==> src/rtl/johnson_decoder.sv <==
// johnson_decoder
// Decodes Johnson (twisted-ring) code words into a binary position, flags
// illegal words and out-of-sequence words, and tracks lock to a running
// counter.
//
// Optional feature macro: JOHNSON_DEC_ERRCNT_EN (adds the err_cnt port).
//
// Ports:
//   clk      - clock, rising edge
//   rst      - asynchronous reset, active low
//   code     - Johnson code word
//   code_vld - code is sampled on a rising edge while high
//   idx      - binary position of the last legal word
//   idx_vld  - pulse: idx loaded from a legal word
//   ill_err  - pulse: sampled word is not a legal Johnson word
//   seq_err  - pulse: legal word that is not the successor of the previous one
//   locked   - high while the FSM is in LOCKED
//   err_cnt  - saturating error count (JOHNSON_DEC_ERRCNT_EN only)
//
// state   | meaning
// --------+-----------------------------------------------------------
// UNSYNC  | no run in progress; waiting for a legal word
// LOCKING | counting consecutive in-sequence words toward LOCK_N
// LOCKED  | LOCK_N consecutive in-sequence words seen; tracking counter
module johnson_decoder #(
    parameter int WIDTH  = 4,
    parameter int LOCK_N = 3,
    parameter int IW     = $clog2(2 * WIDTH)
) (
    input  logic             clk,
    input  logic             rst,
    input  logic [WIDTH-1:0] code,
    input  logic             code_vld,
    output logic [IW-1:0]    idx,
    output logic             idx_vld,
    output logic             ill_err,
    output logic             seq_err,
    output logic             locked
`ifdef JOHNSON_DEC_ERRCNT_EN
    ,
    output logic [7:0]       err_cnt
`endif
);

    localparam int RW = $clog2(LOCK_N + 1);
    localparam logic [IW:0]   TWO_W  = (IW + 1)'(2 * WIDTH);
    localparam logic [RW-1:0] RUN_LK = RW'(LOCK_N);

    typedef enum logic [1:0] {
        UNSYNC  = 2'd0,
        LOCKING = 2'd1,
        LOCKED  = 2'd2
    } state_t;

    state_t           state, state_nxt;
    logic [RW-1:0]    run, run_nxt;
    logic [WIDTH-1:0] prev, prev_nxt;
    logic             have_prev, have_prev_nxt;
    logic [IW-1:0]    idx_nxt;
    logic             idx_vld_nxt, ill_err_nxt, seq_err_nxt;

    logic [WIDTH-1:0] code_p1, inv, inv_p1, succ;
    logic             low_ok, high_ok, legal, in_seq;
    logic [IW:0]      pcnt, dec;

    // A legal word is either a run of ones anchored at bit 0 (x & (x+1) == 0)
    // or a run of ones anchored at the MSB (same test on the inverted word).
    assign code_p1 = code + WIDTH'(1);
    assign inv     = ~code;
    assign inv_p1  = inv + WIDTH'(1);
    assign low_ok  = ((code & code_p1) == '0);
    assign high_ok = ((inv & inv_p1) == '0);
    assign legal   = low_ok | high_ok;

    always_comb begin
        pcnt = '0;
        for (int i = 0; i < WIDTH; i++) begin
            pcnt = pcnt + {{IW{1'b0}}, code[i]};
        end
    end

    assign dec    = code[WIDTH-1] ? (TWO_W - pcnt) : pcnt;
    assign succ   = {prev[WIDTH-2:0], ~prev[WIDTH-1]};
    assign in_seq = have_prev && (code == succ);

    always_comb begin
        state_nxt     = state;
        run_nxt       = run;
        prev_nxt      = prev;
        have_prev_nxt = have_prev;
        idx_nxt       = idx;
        idx_vld_nxt   = 1'b0;
        ill_err_nxt   = 1'b0;
        seq_err_nxt   = 1'b0;

        if (code_vld) begin
            if (!legal) begin
                ill_err_nxt = 1'b1;
                state_nxt   = UNSYNC;
                run_nxt     = '0;
            end else begin
                idx_vld_nxt   = 1'b1;
                idx_nxt       = dec[IW-1:0];
                prev_nxt      = code;
                have_prev_nxt = 1'b1;
                // first legal word after reset has nothing to compare against
                seq_err_nxt   = have_prev && !in_seq;

                case (state)
                    UNSYNC: begin
                        run_nxt   = RW'(1);
                        state_nxt = (LOCK_N == 1) ? LOCKED : LOCKING;
                    end
                    LOCKING: begin
                        if (in_seq) begin
                            run_nxt   = run + RW'(1);
                            state_nxt = (run_nxt >= RUN_LK) ? LOCKED : LOCKING;
                        end else begin
                            run_nxt = RW'(1);
                        end
                    end
                    LOCKED: begin
                        if (!in_seq) begin
                            state_nxt = UNSYNC;
                            run_nxt   = '0;
                        end
                    end
                    default: begin
                        state_nxt = UNSYNC;
                        run_nxt   = '0;
                    end
                endcase
            end
        end
    end

    always_ff @(posedge clk or negedge rst) begin
        if (!rst) begin
            state     <= UNSYNC;
            run       <= '0;
            prev      <= '0;
            have_prev <= 1'b0;
            idx       <= '0;
            idx_vld   <= 1'b0;
            ill_err   <= 1'b0;
            seq_err   <= 1'b0;
        end else begin
            state     <= state_nxt;
            run       <= run_nxt;
            prev      <= prev_nxt;
            have_prev <= have_prev_nxt;
            idx       <= idx_nxt;
            idx_vld   <= idx_vld_nxt;
            ill_err   <= ill_err_nxt;
            seq_err   <= seq_err_nxt;
        end
    end

    assign locked = (state == LOCKED);

`ifdef JOHNSON_DEC_ERRCNT_EN
    always_ff @(posedge clk or negedge rst) begin
        if (!rst) begin
            err_cnt <= '0;
        end else if ((ill_err_nxt || seq_err_nxt) && (err_cnt != 8'hFF)) begin
            err_cnt <= err_cnt + 8'd1;
        end
    end
`endif

endmodule

==> config.mk <==
export PLATFORM = sky130hd
export DESIGN_NAME = johnson_decoder
export DESIGN_NICKNAME = d
export VERILOG_FILES = /design/src/rtl/johnson_decoder.sv
export SDC_FILE = /design/constraint.sdc
export NUM_CORES = 1
export LEC_CHECK = 0
export CORE_MARGIN = 2
export CORE_UTILIZATION = 25
export CTS_CLUSTER_SIZE = 14
export DETAILED_ROUTE_END_ITERATION = 7
export PLACE_DENSITY = 0.42
export SLEW_MARGIN = 5
export SYNTH_ARGS = -nofsm -noshare
export SYNTH_HDL_FRONTEND = slang
export SYNTH_SLANG_ARGS = --single-unit
==> constraint.sdc <==
create_clock -name clk -period 2.3 [get_ports clk]
set_clock_uncertainty 0.1 [all_clocks]
set_input_delay 0.23 -clock clk [delete_from_list [all_inputs] [get_ports clk]]
set_output_delay 0.23 -clock clk [all_outputs]
set_load 0.1 [all_outputs]
==> metrics.cfg <==
[outcome]
status = completed

[logic_synthesis]
synth_xor_xnor_area_share_pct = 4.93
synth_fa_ha_area_share_pct = 13.5
syn_nets = 93
synth_top_family_by_area = adder cells
ys_seq_area_share_pct = 42.3
synth_top_area_share_pct = 42.3
synthFlopType = dfrtp_1
yosys_warnings = 0
async_flop_share_pct = 100
synth-compound-area-share_pct = 13.4
synth_area_leaders = dfrtp_1 42%, ha_1 11%, mux2_2 8.9%
synth-seq-cells = 15
synth_cells = 77
synth_area_leader_cell = dfrtp_1
netlist_area_um2 = 888
synth_simple_gate_area_share_pct = 12.3
syn-mean-instance-area_um2 = 11.5
muxShareOfSynthArea_pct = 8.87
ys_types = 31
synth_edf_count = 0

[floorplanning]
row_count = 21
dieHeight_um = 63.6
die_w_um = 63.6
start_util_pct = 26.4
dieArea_um2 = 4050
design.core.area_um2 = 3360
boundaryPins = 14

[global_route]
grt_max_degree = 16
overflow = 0
grt_usage_pct = 9.23
grt_pass1_wl_mm = 2.92
grt_antenna_before_repair = 0
grt_pass1_vias = 675

[finish]
regArea_um2 = 375
fillers = 382
postLayoutCoreUtil_pct = 34.9
final_area_um2 = 1170
multi_input_comb_area_um2 = 473
final_common_cell = buf_4
drive_gt1_share_pct = 31.7
syn_to_final_growth_pct = 32.0
nNetsFinal = 121
final_cell_mix = 18 x buf_4, 15 x dfrtp_1, 10 x inv_1, 8 x ha_1, 7 x mux2_2
n_antenna_cell = 0

[setup_path]
timing.rr.end = state[0]
crit_family = adder cells
crit_fanout = 2
crit_slowest_cell = fa_1
arrival_ns = 2.03
worstPathCellList = dlymetal6s2s_1 > fa_1 > ha_1 > ha_1 > inv_1 > ha_1 > nand2b_1 > xnor2_1 > mux2_2
crit_end = idx[2]
cp_data_required_time_ns = 2.37
critical_path_class = input port to flop
critPathBufInv = 2
cpPeakStageDelay_ns = 0.48
crit_path_end_kind = flop
start_kind = input port
rr_worst_depth = 5
r2r_start = prev[0]
r2r_slack_ns = 0.81
crit_path_frequent_cell = ha_1
cp-startpoint = code[0]
path_depth = 9

[power_and_ir_drop]
switching_power_w = 0.000380
total_power_w = 0.000885
p_int_w = 0.000505
max-vdd-ir-drop_v = 0.000505
power.share.clock_pct = 16.6
leakage_nw = 0.551
power_frac_seq_pct = 38.1
power_density_nw_per_um2 = 755
netSwitchingFraction_pct = 42.9
comb_power_share_pct = 45.3

[cts]
cts_max_path_buffers = 2
clk_pin_slew_worst_paths_ns = 0.09
ctsRootBufferMaster = clkbuf_4
cts.sinks = 15
cts_made_buffers = 3
clk_latency_ns = 0.28
cts_tree = built
htreeDepth = 1

[detailed_routing]
vias_per_cell = 4.42
routed_wl_mm = 1.62
wl_per_cell_um = 10.8
postRouteAntennaNets = 0
firstDrtPassIters = 4
vias = 663
drc = 0
first_iter_violations = 32

[sta]
tightest_slew_ns = 0.673
period_needed_ns = 1.96
setup_violations = 0
maxSlewHeadroom_pct = 55.0
finalHoldViolations = 0
fin_crit_sh_pct = 85.0
max_clock_freq_ghz = 0.511
finalMaxSlewViolations = 0
rsz0062_at_grt = false

[place]
dpl.hpwl_mm = 1.26
gp_congestion = 0.801
io_buffers = 13
placed_cell_area_um2 = 1140

[job]
maxCapViolCount = 0

[hold_path]
min_path_type = input port to async pin

-- per-layer routing --
layer | GRT usage (%) | vias to the layer above | routed length (um) | share of wire, %
met5 | 0 | - | 0 | 0
met4 | 1.63 | 0 | 5 | 0.31
met3 | 4.64 | 2 | 95 | 5.9
met2 | 16.7 | 14 | 814 | 50
met1 | 9.61 | 320 | 699 | 43
li1 | - | 327 | - | -
-- flip-flops by register name (all words and copies together) (netlist names) --
register   count
idx            3
prev           4
ill_err        1
run            2
state          2
have_prev      1
idx_vld        1
seq_err        1
-- how the worst min path moves through the flow --
stage / start / end / slack (ns) / cells after the start
after floorplan: rst / have_prev / -0.17 / 0
after global placement: idx[0] / idx[0] / 0.39 / 1
after detailed placement: idx[1] / idx[1] / 0.40 / 1
after CTS: rst / prev[1] / 0.28 / 1
after global routing: rst / prev[2] / 0.30 / 1
final: rst / prev[3] / 0.25 / 1
-- power groups by stage --
| stage | clock, W | combinational (W) | sequential [W] |
|---|---|---|---|
| after floorplan | 0 | 0.000117 | 0.000518 |
| after global placement | 0 | 0.000405 | 0.000342 |
| after detailed placement | 0 | 0.000407 | 0.000343 |
| after CTS | 0.000154 | 0.000408 | 0.000338 |
| after global routing | 0.000174 | 0.000430 | 0.000344 |
| final | 0.000147 | 0.000401 | 0.000337 |
-- per-stage QoR --
step                setup WS [ns]  TNS, ns  hold WS (ns)  std cells
floorplan                   0.245        0        -0.166         77
global placement           -0.261   -0.855         0.393        146
detailed placement         -0.292    -1.06         0.396        146
CTS                        0.0203        0         0.281        150
global route                0.273        0         0.297        150
finish                      0.345        0         0.255        150
-- cell usage after synthesis, drive strengths merged, types with 2 or more instances --
master and count:
dfrtp 15, ha 8, inv 10, mux2 7, nand2b 4, nor2 3, o2111ai 2, o211ai 2
o21ai 2, xnor2 2, xor2 3
-- cell type report --
cell class	count	area share, %
inverters	10	3.20
flip-flops and latches	15	32.0
multi-input cells	51	40.3
well taps	46	4.91
repair buffers	24	17.3
clock buffers	4	2.24
-- cells by family (layout without fill, tap and decap cells) --
family,count (synthesis),after routing
AO/OA/AOI/OAI,13,13
XOR/XNOR,5,5
adder cells (fa/ha/maj),9,9
buffers and inverters,11,38
flip-flops,15,15
multiplexers,7,7
AND/OR/NAND/NOR,17,17
-- timing repair --
action                     in CTS  in global routing
hold buffers                    0                  0
buffers inserted                0                  0
setup endpoints to repair       0                  2
gates resized for setup         0                  3
Power figures use the tool's default switching activity.
==> RTL edit (same settings) <==
Encoding of `state_t`: now one-hot (3 bits for 3 states).
--- a/src/rtl/johnson_decoder.sv
+++ b/src/rtl/johnson_decoder.sv
@@ -46,10 +46,10 @@
     localparam logic [IW:0]   TWO_W  = (IW + 1)'(2 * WIDTH);
     localparam logic [RW-1:0] RUN_LK = RW'(LOCK_N);
 
-    typedef enum logic [1:0] {
-        UNSYNC  = 2'd0,
-        LOCKING = 2'd1,
-        LOCKED  = 2'd2
+    typedef enum logic [2:0] {
+        UNSYNC  = 3'b001,
+        LOCKING = 3'b010,
+        LOCKED  = 3'b100
     } state_t;
 
     state_t           state, state_nxt;
Formal check against the unedited RTL: same outputs for any inputs over 10 cycles, from zero or initial values and one cycle with rst low; not proved beyond that.
==> RTL edit against the original RTL <==
Hold slack gained 0.057 ns; setup slack lost 0.23 ns; power grew 18%; routed wire length grew 13%; utilization grew 0.34 points; synthesized area grew 7.6%; design area grew 9.9%; synthesized cell count grew 16%; sequential cell count grew 1; first-iteration DRC count grew 9.4%; critical path type unchanged.
==> RTL edit: results (changes against the original RTL) <==
- Number of vias per cell: 4.37 (-1.2%)
- Number of buffers on the longest clock path: 2 (unchanged)
- PostCTS Resize Cnt: 1 (+1)
- Largest net degree at the start of global routing: 17 (+1)
- Share of final-layout standard cells stronger than drive strength 1: 31.1% (-0.64 points)
- Leak Pwr: 0.629 nW (+14%)
- Routed length per instance: 10.9 um (+1.1%)
- Final-stage net count: 136 (+12%)
- Clock-pin slew on the worst setup and hold paths: 0.06 ns (-0.03 ns)
- Routed met1 length: 776 um (+11%)
- Post-synth cell types: 35 (+13%)
- Top post-synthesis cells by area: sky130_fd_sc_hd__dfrtp_1 39%, sky130_fd_sc_hd__ha_1 10%, sky130_fd_sc_hd__inv_1 4.3%
- Worst-case vdd ir drop: 0.374 mV (-26%)
- # port buffers: 13 (unchanged)
- Net Sw Power: 0.414 mW (+8.9%)
- Worst path slowest cell: sky130_fd_sc_hd__clkdlybuf4s50_1
- First-pass GRT wire length: 3.28 mm (+12%)
- Via count of the first global-routing pass: 758 (+12%)
- Syn_nets: 105 (+13%)
- All-Layer GR Usage: 10.1% (+0.90 points)
- Final HPWL DP: 1.48 mm (+17%)
- Slew at the pin closest to its max-slew limit: 0.714 ns (+0.0406 ns)
- Placed inst area: 0.00123 mm^2 (+8.2%)
- Total met2 wirelength after detailed routing: 949 um (+17%)
- Metal3 WL: 64 um (-33%)
- WP data arrival: 2.22 ns (+0.19 ns)
- Clock network latency to the later pin of the worst-skew pair: 0.25 ns (-0.03 ns)
- Most used standard cells in the synthesized netlist: 15 x sky130_fd_sc_hd__dfrtp_1, 11 x sky130_fd_sc_hd__inv_1, 8 x sky130_fd_sc_hd__ha_1, 8 x sky130_fd_sc_hd__nand2_1, 5 x sky130_fd_sc_hd__o21ai_0
- Outcome: complete, no violations
- DRC marker count from the first detailed-route iteration: 35 (+9.4%)
- Global placer's final weighted congestion: 0.801 (about the same)
## RTL edit: path summary, 6_finish.rpt
kind	start	to	slack [ns]
worst max-delay path	code[3]	idx[1]$_DFFE_PN0P_	0.11
max in group asynchronous	rst	prev[0]$_DFFE_PN0P_	1.34
worst min-delay path	rst	seq_err$_DFF_PN0_	0.31
worst max register to register	state[0]$_DFFE_PN1P_	run[0]$_DFFE_PN0P_	0.42
worst min register to register	idx[2]$_DFFE_PN0P_	idx[2]$_DFFE_PN0P_	0.38
min in group clk	idx[2]$_DFFE_PN0P_	idx[2]$_DFFE_PN0P_	0.38
## RTL edit: layout make-up
type	count	area [um^2]
clock buffer	4	55.1
fill	375	2370
inverter	11	41.3
multi-input combinational	60	504
sequential	16	402
tap	48	60.1
timing repair buffer	28	226
## RTL edit: kinds of logic (layout without fill, tap and decap cells)
family                     after synthesis  count (layout)  share of synthesized area, %
adders and majority gates                9               9                          12.6
DFF                                     16              16                          42.0
muxes                                    6               6                          6.81
AOI/OAI and AO/OA                       11              11                          9.55
buffers and inverters                   13              43                          5.23
xor gates and xnor gates                 6               6                          5.50
and+or+nand+nor                         28              28                          18.3
## RTL edit: stage by stage
stage | setup TNS [ns] | setup slack [ns] | util (%) | instances
2_1_floorplan | 0 | 0.399 | - | 89
3_3_place_gp | -1.11 | -0.262 | 33.7 | 163
3_5_place_dp | -1.55 | -0.289 | 33.7 | 163
4_1_cts | 0 | 0.0368 | 35.1 | 167
5_1_grt | 0 | 0.00391 | 35.2 | 167
6_report | 0 | 0.112 | 35.2 | 167
## RTL edit: power groups by stage
stage                     combinational [mW]  sequential [mW]  clock, mW
after floorplan                        0.157            0.524          0
after global placement                 0.423            0.385          0
after detailed placement               0.426            0.387          0
after CTS                              0.426            0.381      0.261
after global routing                   0.455            0.389      0.277
final                                  0.419            0.380      0.248
## RTL edit: routing by layer
metal / global-route usage (%) / vias up
met5: 0 / -
met4: 6.25 / 0
met3: 1.87 / 2
met2: 18.2 / 14
met1: 10.9 / 347
li1: - / 366
## RTL edit: critical path, delay by kind of cell
kind | cells | cell delay (ns)
buffers and inverters | 2 | 0.53
adders and majority gates | 4 | 1.17
muxes | 1 | 0.19
AOI/OAI and AO/OA | 1 | 0.10
